[src/rtl/gba_dump_command_parser_if.sv]
// Byte stream, reader handshake and status bundle between the host link, the
// dump command parser and the cartridge reader.
interface gba_dump_command_parser_if;
    logic [7:0]  in_Data;
    logic        in_Valid;
    logic        dumpCompleted;
    logic [23:0] dumpStartAddress;
    logic [23:0] dumpEndAddress;
    logic        startDump;
    logic        busy;
    logic        cmd_error;

    modport master (
        output in_Data, in_Valid, dumpCompleted,
        input  dumpStartAddress, dumpEndAddress, startDump, busy, cmd_error
    );

    modport slave (
        input  in_Data, in_Valid, dumpCompleted,
        output dumpStartAddress, dumpEndAddress, startDump, busy, cmd_error
    );
endinterface

[src/rtl/gba_dump_command_parser.sv]
// Parses 8-byte 'D' dump packets from the UART byte stream, validates them and
// launches the cartridge reader, tracking it until the dump completes.
module gba_dump_command_parser #(
    parameter logic [7:0]  CMD_DUMP       = 8'h44,
    parameter int unsigned TIMEOUT_CYCLES = 27000000
) (
    input logic                        clk,
    input logic                        rst,
    gba_dump_command_parser_if.slave   bus
);
    typedef enum logic [2:0] {
        IDLE,
        RX_ADDR,
        CHECK,
        START,
        WAIT_LOW,
        WAIT_HIGH
    } state_e;

    localparam int CNT_W = $clog2(TIMEOUT_CYCLES);
    localparam logic [CNT_W-1:0] CNT_LAST = CNT_W'(TIMEOUT_CYCLES - 1);

    state_e           state_q;
    logic [2:0]       idx_q;
    logic [47:0]      shadow_q;
    logic [47:0]      shadow_d;
    logic [7:0]       chk_q;
    logic [7:0]       chk_d;
    logic [7:0]       ck_q;
    logic [CNT_W-1:0] tmo_q;
    logic [23:0]      start_addr_q;
    logic [23:0]      end_addr_q;
    logic             start_dump_q;
    logic             busy_q;
    logic             cmd_error_q;
    logic             reject;

    assign shadow_d = {shadow_q[39:0], bus.in_Data};
    assign chk_d    = chk_q ^ bus.in_Data;
    assign reject   = (ck_q != chk_q) || (shadow_q[23:0] < shadow_q[47:24]);

    always_ff @(posedge clk or posedge rst) begin
        if (rst) begin
            state_q      <= IDLE;
            idx_q        <= '0;
            shadow_q     <= '0;
            chk_q        <= '0;
            ck_q         <= '0;
            tmo_q        <= '0;
            start_addr_q <= '0;
            end_addr_q   <= '0;
            start_dump_q <= 1'b0;
            busy_q       <= 1'b0;
            cmd_error_q  <= 1'b0;
        end else begin
            // NOTE: non-blocking defaults first make the status bits one-cycle
            // pulses; any later assignment in the same cycle overrides them.
            start_dump_q <= 1'b0;
            cmd_error_q  <= 1'b0;
            case (state_q)
                IDLE: begin
                    if (bus.in_Valid && bus.in_Data == CMD_DUMP) begin
                        idx_q   <= '0;
                        chk_q   <= '0;
                        tmo_q   <= '0;
                        state_q <= RX_ADDR;
                    end
                end
                RX_ADDR: begin
                    // A byte in the expiry cycle still counts and restarts the timer.
                    if (bus.in_Valid) begin
                        tmo_q <= '0;
                        if (idx_q == 3'd6) begin
                            ck_q    <= bus.in_Data;
                            state_q <= CHECK;
                        end else begin
                            shadow_q <= shadow_d;
                            chk_q    <= chk_d;
                            idx_q    <= idx_q + 3'd1;
                        end
                    end else if (tmo_q == CNT_LAST) begin
                        shadow_q    <= '0;
                        cmd_error_q <= 1'b1;
                        state_q     <= IDLE;
                    end else begin
                        tmo_q <= tmo_q + CNT_W'(1);
                    end
                end
                CHECK: begin
                    if (reject) begin
                        cmd_error_q <= 1'b1;
                        state_q     <= IDLE;
                    end else begin
                        start_addr_q <= shadow_q[47:24];
                        end_addr_q   <= shadow_q[23:0];
                        busy_q       <= 1'b1;
                        start_dump_q <= 1'b1;
                        state_q      <= START;
                    end
                end
                START: begin
                    state_q <= WAIT_LOW;
                end
                WAIT_LOW: begin
                    if (!bus.dumpCompleted) begin
                        state_q <= WAIT_HIGH;
                    end
                end
                WAIT_HIGH: begin
                    if (bus.dumpCompleted) begin
                        busy_q  <= 1'b0;
                        state_q <= IDLE;
                    end
                end
                default: begin
                    state_q <= IDLE;
                end
            endcase
        end
    end

    assign bus.dumpStartAddress = start_addr_q;
    assign bus.dumpEndAddress   = end_addr_q;
    assign bus.startDump        = start_dump_q;
    assign bus.busy             = busy_q;
    assign bus.cmd_error        = cmd_error_q;
endmodule

[src/flat_wrapper.sv]
// flat-port wrapper written by rule: the top's interface ports become plain ports
module gba_dump_command_parser_flat 
#(
    parameter logic [7:0]  CMD_DUMP       = 8'h44,
    parameter int unsigned TIMEOUT_CYCLES = 27000000
)
  (clk, rst, bus_in_Data, bus_in_Valid, bus_dumpCompleted, bus_dumpStartAddress, bus_dumpEndAddress, bus_startDump, bus_busy, bus_cmd_error);
  gba_dump_command_parser_if bus_i ();
  input logic clk;
  input logic rst;
  input wire logic [$bits(bus_i.in_Data)-1:0] bus_in_Data;
  input wire logic [$bits(bus_i.in_Valid)-1:0] bus_in_Valid;
  input wire logic [$bits(bus_i.dumpCompleted)-1:0] bus_dumpCompleted;
  output wire logic [$bits(bus_i.dumpStartAddress)-1:0] bus_dumpStartAddress;
  output wire logic [$bits(bus_i.dumpEndAddress)-1:0] bus_dumpEndAddress;
  output wire logic [$bits(bus_i.startDump)-1:0] bus_startDump;
  output wire logic [$bits(bus_i.busy)-1:0] bus_busy;
  output wire logic [$bits(bus_i.cmd_error)-1:0] bus_cmd_error;
  assign bus_i.in_Data = bus_in_Data;
  assign bus_i.in_Valid = bus_in_Valid;
  assign bus_i.dumpCompleted = bus_dumpCompleted;
  assign bus_dumpStartAddress = bus_i.dumpStartAddress;
  assign bus_dumpEndAddress = bus_i.dumpEndAddress;
  assign bus_startDump = bus_i.startDump;
  assign bus_busy = bus_i.busy;
  assign bus_cmd_error = bus_i.cmd_error;
  gba_dump_command_parser #(.CMD_DUMP(CMD_DUMP), .TIMEOUT_CYCLES(TIMEOUT_CYCLES)) u_core (.clk(clk), .rst(rst), .bus(bus_i));
endmodule
[config.mk]
export PLATFORM = sky130hd
export DESIGN_NAME = gba_dump_command_parser_flat
export DESIGN_NICKNAME = d
export VERILOG_FILES = /design/src/rtl/gba_dump_command_parser_if.sv /design/src/rtl/gba_dump_command_parser.sv /design/src/flat_wrapper.sv
export SDC_FILE = /design/constraint.sdc
export NUM_CORES = 1
export LEC_CHECK = 0
export CORE_UTILIZATION = 25
export CTS_BUF_LIST = sky130_fd_sc_hd__clkbuf_2
export DETAILED_ROUTE_END_ITERATION = 7
export GPL_TIMING_DRIVEN = 1
export PLACE_DENSITY_LB_ADDON = 0.3
export SLEW_MARGIN = 25
export SYNTH_ARGS = -nofsm -noshare
export SYNTH_HDL_FRONTEND = slang
export SYNTH_SLANG_ARGS = --single-unit
[constraint.sdc]
create_clock -name clk -period 5.99 [get_ports clk]
set_clock_uncertainty 0.1 [all_clocks]
set_input_delay 0.599 -clock clk [delete_from_list [all_inputs] [get_ports clk]]
set_output_delay 0.599 -clock clk [all_outputs]
set_load 0.01 [all_outputs]
==> flow_metrics.tcl, run 1 <==
set metrics [dict create \
    place_area_um2 7856 \
    hp-class "in2async" \
    cp-start-kind "flip-flop" \
    routed_wirelength_um 16540 \
    cts-root-buf "clkbuf_2" \
    core_area_um2 27030 \
    async_reset_ff_share_pct 100.0 \
    synthFlopType "dfrtp_1" \
    finalHoldViolations 0 \
    synth_cell_types 56 \
    fin_ws_ns 3.046 \
    cts_buffer_depth 2 \
    area_delta_synth_final_pct 17.35 \
    final_area_um2 8100 \
    cts_hold_buf 0 \
    post_cts_buffers 0 \
    initial_core_util_pct 25.54 \
    rows 60 \
    cap_violations 0 \
    path_clk_slew_ns 0.22 \
    total_power_mw 2.503 \
    rsz0062_at_grt "false" \
    period_needed_ns 2.944 \
    synthesis.area_um2 6903 \
    synth.avg_cell_area_um2 10.36 \
    io_pins 63 \
    post_route_cells_drive_above_1_share_pct 14.27 \
    ant_nets 0 \
    outcome "complete, no violations" \
    drtIter0Drc 446 \
    crit_path_start "u_core.shadow_q[19]$_DFFE_PP0P_" \
    synth_top_cell_by_area "dfrtp_1" \
    ys_seq_area_share_pct 52.93 \
    grt_antenna_before_repair 1 \
    fp.dieW_um 168.2 \
    drc 0 \
    synth-edff-count 0 \
    maxSlewViolCount 0 \
    syn_inst 666 \
    grt_max_degree 95 \
    yosysMostFrequentCell "dfrtp_1" \
    netlist_top_cells_area "dfrtp_1 (53%), mux2_2 (9.0%), nand2_1 (7.1%)" \
    yosys_warnings 0 \
    finalSetupViolCount 0 \
    endpoint "u_core.bus.dumpStartAddress[10]$_DFFE_PP0P_" \
    cp.arrival_ns 3.43 \
    r2r_start "u_core.shadow_q[19]$_DFFE_PP0P_" \
    r2r_setup_slack_ns 3.05 \
    grt_pass1_vias 4910 \
    clk_latency_ns 0.69 \
    fin_cells 1078 \
    fin_nets 761 \
    globalRouteTotalUtil_pct 12.30 \
    reg2reg_depth 7 \
    wl_per_cell_um 15.34 \
    max_slew.worst_pin.slew_ns 0.8900 \
    powerDensity_nw_per_um2 309.0 \
    fillers 2843 \
    place_ws_ns 2.393 \
    timing.rr.end "u_core.bus.dumpStartAddress[10]$_DFFE_PP0P_" \
    cts_tree "done" \
    grt_pass1_wl_um 27190 \
    drt_first_pass_iters 5 \
    grt_overflow_total 0 \
    synth-seq-cells 146 \
    synth_fp_nets 704 \
    critPathKind "reg2reg" \
    fp.dieH_um 168.2 \
    dp_hpwl_um 11500 \
    fin_crit_sh_pct 49.15 \
    synth_top_area_share_pct 52.93 \
    cts_buffers 17 \
    leakage_nw 3.790 \
    crit_path_end_kind "flip-flop" \
    h-tree-depth 4 \
    critical_path.max_fanout 31 \
    gp_congestion 0.8062 \
    io_buffers 62 \
    tns_ns 0 \
    dieArea_um2 28280 \
    vias 4907 \
    viasPerCell 4.552 \
    maxSlewHeadroom_pct 40.45 \
    post_cts_resized 0 \
    vdd_drop_max_mv 0.1205 \
    cts.sinks 146 \
    dp_cells 1045 \
    required_ns 6.48 \
    ys_top_cells_by_count "dfrtp_1 (146), nand2_1 (130), mux2_2 (55)" \
    max_freq_mhz 339.7 \
]
==> per-layer routing <==
| layer | track usage, % | up-vias | part of all wire (%) |
|---|---|---|---|
| met2 | 20.09 | 69 | 49 |
| met4 | 3.439 | 0 | 0.63 |
| met1 | 16.30 | 2438 | 48 |
| met5 | 0 | - | 0 |
| met3 | 2.797 | 4 | 3.0 |
| li1 | - | 2396 | - |
==> report_power, final <==
group	internal (mW)	leakage, nW	total (mW)	switching (mW)
Clock	0.225	0.145	0.580	0.355
Sequential	1.11	2.00	1.28	0.172
Combinational	0.260	1.64	0.643	0.383
==> cell type report <==
cell class / instances / area (um^2) / share of cell area (%)
Clock buffer: 18 / 90.09 / 1.112
Tap cell: 341 / 426.7 / 5.267
Antenna cell: 1 / 2.502 / 0.03089
Multi-Input combinational cell: 458 / 3000 / 37.04
Clock inverter: 14 / 145.1 / 1.792
Sequential cell: 146 / 3654 / 45.10
Inverter: 33 / 128.9 / 1.591
Timing Repair Buffer: 67 / 653.1 / 8.063
==> layout by cell type (no fill, tap or decap), types with 2 or more instances in the layout <==
cell             Yosys  layout
a21oi_1             14      13
and2_1               2       2
and3_1               2       2
buf_4                0       5
bufinv_16            0       3
clkbuf_2             0      18
clkdlybuf4s50_1      0      61
clkinv_1             0       5
clkinv_2             0       4
dfrtp_1            146     146
ha_1                26      26
inv_1               33      32
mux2_1               2       2
mux2_2              55      55
nand2_1            130     130
nand2b_1             3       3
nand3_1             50      50
nand3b_1             2       2
nand4_1             16      16
nor2_1              43      42
nor2b_1              2       2
nor3_1              12      12
nor3b_1              2       2
nor4_1              10       9
nor4b_1              3       3
o211ai_1             3       3
o21ai_0             15      15
o31ai_1              5       5
or3_1                2       2
or4_1                2       2
xnor2_1             21      21
xor2_1              10      10
==> registers in the layout, summed over array words and instances (netlist names), 3 cells and up <==
signal	count
u_core.chk_q	8
u_core.ck_q	8
u_core.shadow_q	48
u_core.tmo_q	25
u_core.bus.dumpEndAddress	24
u_core.bus.dumpStartAddress	24
u_core.idx_q	3
u_core.state_q	3
==> per-stage QoR <==
stage / utilization, % / hold WS [ns]
2_1_floorplan: - / 0.3569
3_3_place_gp: 29.07 / 0.3774
3_5_place_dp: 29.07 / 0.3873
4_1_cts: 29.94 / 0.2920
5_1_grt: 29.97 / 0.2997
6_report: 29.97 / 0.3199
==> worst max-delay path: stages, from the launching register on <==
cell and delay [ns]:
dfrtp_1 0.48, ha_1 0.34, nand4_1 0.19, or4_1 0.55, o21ai_0 0.41, o211ai_1 0.17, buf_4 0.29, mux2_2 0.32
==> cells by family after synthesis <==
kind of cell	Yosys count	synth area share [%]
flops	146	52.93
simple gates	292	20.05
compound gates	50	4.749
xor+xnor	31	3.933
buf+inv	62	3.970
fa+ha+maj	26	4.713
mux	59	9.661
==> worst min path at each step <==
stage                                              start                                           to  slack, ns  cells after the start
5_1_grt                                              rst  u_core.bus.dumpStartAddress[23]$_DFFE_PP0P_       0.30                      2
3_5_place_dp   u_core.bus.dumpEndAddress[15]$_DFFE_PP0P_    u_core.bus.dumpEndAddress[15]$_DFFE_PP0P_       0.39                      1
6_report                                             rst                 u_core.tmo_q[16]$_DFFE_PP0P_       0.32                      2
2_1_floorplan            u_core.shadow_q[40]$_DFFE_PP0P_              u_core.shadow_q[40]$_DFFE_PP0P_       0.36                      2
4_1_cts                                              rst  u_core.bus.dumpStartAddress[23]$_DFFE_PP0P_       0.29                      2
3_3_place_gp   u_core.bus.dumpEndAddress[15]$_DFFE_PP0P_    u_core.bus.dumpEndAddress[15]$_DFFE_PP0P_       0.38                      1
No activity file was read; power rests on OpenSTA's default activity.
==> run 2: changes to the inputs <==
- clock period: 5.99 -> 2.52 ns (I/O delays scaled with it)
==> flow_metrics.tcl, run 2 (same netlist as run 1, synthesis figures left out) <==
set metrics [dict create \
    dieArea_um2 28280 \
    rows 60 \
    area_delta_synth_final_pct 39.01 \
    grt_max_degree 41 \
    hold_start "bus_in_Data[1]" \
    period_needed_ns 2.794 \
    regArea_um2 3655 \
    dp_cells 1155 \
    fin_ws_ns -0.2743 \
    cts.sinks 146 \
    fp.dieW_um 168.2 \
    leakage_nw 4.694 \
    place_area_um2 8781 \
    fin_cells 1212 \
    whs_ns 0.1231 \
    outcome "finished with violations" \
    io_pins 63 \
    maxSlewHeadroom_pct 59.65 \
    regMostFlops "u_core.shadow_q" \
    maxSlewViolCount 0 \
    cts_buffers 17 \
    largest_register_ffs 48 \
    routed_wirelength_um 18420 \
    multi_input_area_um2 3248 \
    grt_pass1_wl_um 29220 \
    violations "setup timing" \
    timing.rr.end "u_core.bus.dumpStartAddress[7]$_DFFE_PP0P_" \
    drt_first_pass_iters 4 \
    hold_end "u_core.shadow_q[1]$_DFFE_PP0P_" \
    finalSetupViolCount 49 \
    clk_latency_ns 0.76 \
    dp_hpwl_um 13370 \
    finalHoldViolations 0 \
    max_freq_mhz 357.9 \
    cp-start-kind "flip-flop" \
    globalRouteTotalUtil_pct 13.41 \
    viasPerCell 4.468 \
    rsz0062_at_grt "true" \
    r2r_start "u_core.shadow_q[42]$_DFFE_PP0P_" \
    vias 5415 \
    fillers 2724 \
    reg_top3 "u_core.shadow_q: 48 flops, u_core.tmo_q: 25 flops" \
    cp.arrival_ns 3.35 \
    cap_violations 0 \
    cts_buffer_depth 2 \
    crit_path_end_kind "flip-flop" \
    h-tree-depth 4 \
    wl_per_cell_um 15.20 \
    ant_nets 0 \
    initial_core_util_pct 25.54 \
    fin_nets 895 \
    swShare_pct 37.12 \
    tns_ns -10.88 \
    hp-class "in2reg" \
    clockPowerShare_pct 20.6 \
    cts-root-buf "clkbuf_2" \
    grt_pass1_vias 5359 \
    final_core_util_pct 35.50 \
    fp.dieH_um 168.2 \
    path_clk_slew_ns 0.27 \
    io_buffers 62 \
    powerDensity_nw_per_um2 738.7 \
    vdd_drop_max_mv 0.3305 \
    final_cell_mix "dfrtp_1 (145), nand2_1 (130), buf_4 (115)" \
    core_area_um2 27030 \
    grt_antenna_before_repair 1 \
    gp_congestion 0.7813 \
    drtIter0Drc 372 \
    intPower_mw 4.457 \
    cts_tree "done" \
    power_switching_mw 2.631 \
    max_slew.worst_pin.slew_ns 0.6040 \
    grt_overflow_total 0 \
    seqPwrFrac_pct 40.6 \
    reg2reg_depth 12 \
    layout.cells.most_common "dfrtp_1" \
    worstHoldPathCells 4 \
    drc 0 \
    r2r_setup_slack_ns -0.27 \
    critPathKind "reg2reg" \
    fin_crit_sh_pct 110.9 \
    required_ns 3.07 \
    final_area_um2 9595 \
    post_route_cells_drive_above_1_share_pct 29.54 \
    combPwrFrac_pct 38.8 \
    critical_path.max_fanout 6 \
]
run 2: cell count changes in the layout (fill, tap and decap cells not counted), sizes merged:
cell,delta
clkinvlp,+2
buf,+129
bufinv,-1
clkinv,-7
inv,+7
dlygate4sd3,+3
clkbuf,+1
run 2: area by class of cell:
type,count,share of cell area [%]
well taps,341,4.446
repair buffers,201,19.57
inverters,33,1.330
clock buffers,17,0.8867
diodes,1,0.02608
flip-flops and latches,146,38.09
clock inverters,15,1.799
multi-input cells,458,33.85
run 2: through the flow:
stage | total power, mW | setup slack (ns)
2_1_floorplan | 4.122 | -0.03096
5_1_grt | 7.620 | -0.3871
3_5_place_dp | 5.222 | -0.2472
4_1_cts | 6.831 | -0.2649
3_3_place_gp | 5.194 | -0.2488
6_report | 7.088 | -0.2743
run 2: per-layer routing:
layer | vias to the layer above | GRT usage [%] | part of all wire [%]
met5 | - | 0 | 0
met4 | 0 | 3.794 | 0.74
met3 | 6 | 2.656 | 3.3
met2 | 83 | 22.37 | 50
met1 | 2653 | 17.62 | 46
li1 | 2673 | - | -
run 2: worst max path at each step:
stage	start	end	slack, ns	cells after the start
after floorplan	u_core.shadow_q[2]$_DFFE_PP0P_	u_core.bus.dumpEndAddress[0]$_DFFE_PP0P_	-0.03	8
after global placement	u_core.shadow_q[2]$_DFFE_PP0P_	u_core.bus.dumpStartAddress[13]$_DFFE_PP0P_	-0.25	9
after CTS	u_core.shadow_q[41]$_DFFE_PP0P_	u_core.bus.dumpEndAddress[16]$_DFFE_PP0P_	-0.26	9
after detailed placement	u_core.shadow_q[17]$_DFFE_PP0P_	u_core.bus.dumpEndAddress[19]$_DFFE_PP0P_	-0.25	10
after global routing	u_core.shadow_q[42]$_DFFE_PP0P_	u_core.bus.dumpStartAddress[7]$_DFFE_PP0P_	-0.39	12
final	u_core.shadow_q[42]$_DFFE_PP0P_	u_core.bus.dumpStartAddress[7]$_DFFE_PP0P_	-0.27	12
run 2: worst max-delay path, cell delays in order (launching register included):
cell       delay [ns]
dfrtp_1          0.41
inv_1            0.05
ha_1             0.29
nand4_1          0.18
buf_4            0.16
nor3_4           0.04
a221oi_4         0.29
o21ai_4          0.11
o211ai_1         0.29
buf_4            0.21
buf_6            0.13
clkbuf_16        0.15
mux2_4           0.29
run 2: power groups by stage:
stage | clock network (mW) | registers, mW | logic [mW]
4_1_cts | 1.53 | 2.87 | 2.44
6_report | 1.46 | 2.88 | 2.75
3_3_place_gp | 0 | 2.90 | 2.29
2_1_floorplan | 0 | 2.91 | 1.21
5_1_grt | 1.63 | 2.92 | 3.07
3_5_place_dp | 0 | 2.91 | 2.31
run 2: timing repair:
action,4_1_cts,5_1_grt
hold buffers,3,0
buffers inserted,3,14
gates resized for setup,12,53
cloned,2,3
pin swaps,0,17
hold endpoints to repair,48,0
setup endpoints to repair,53,69
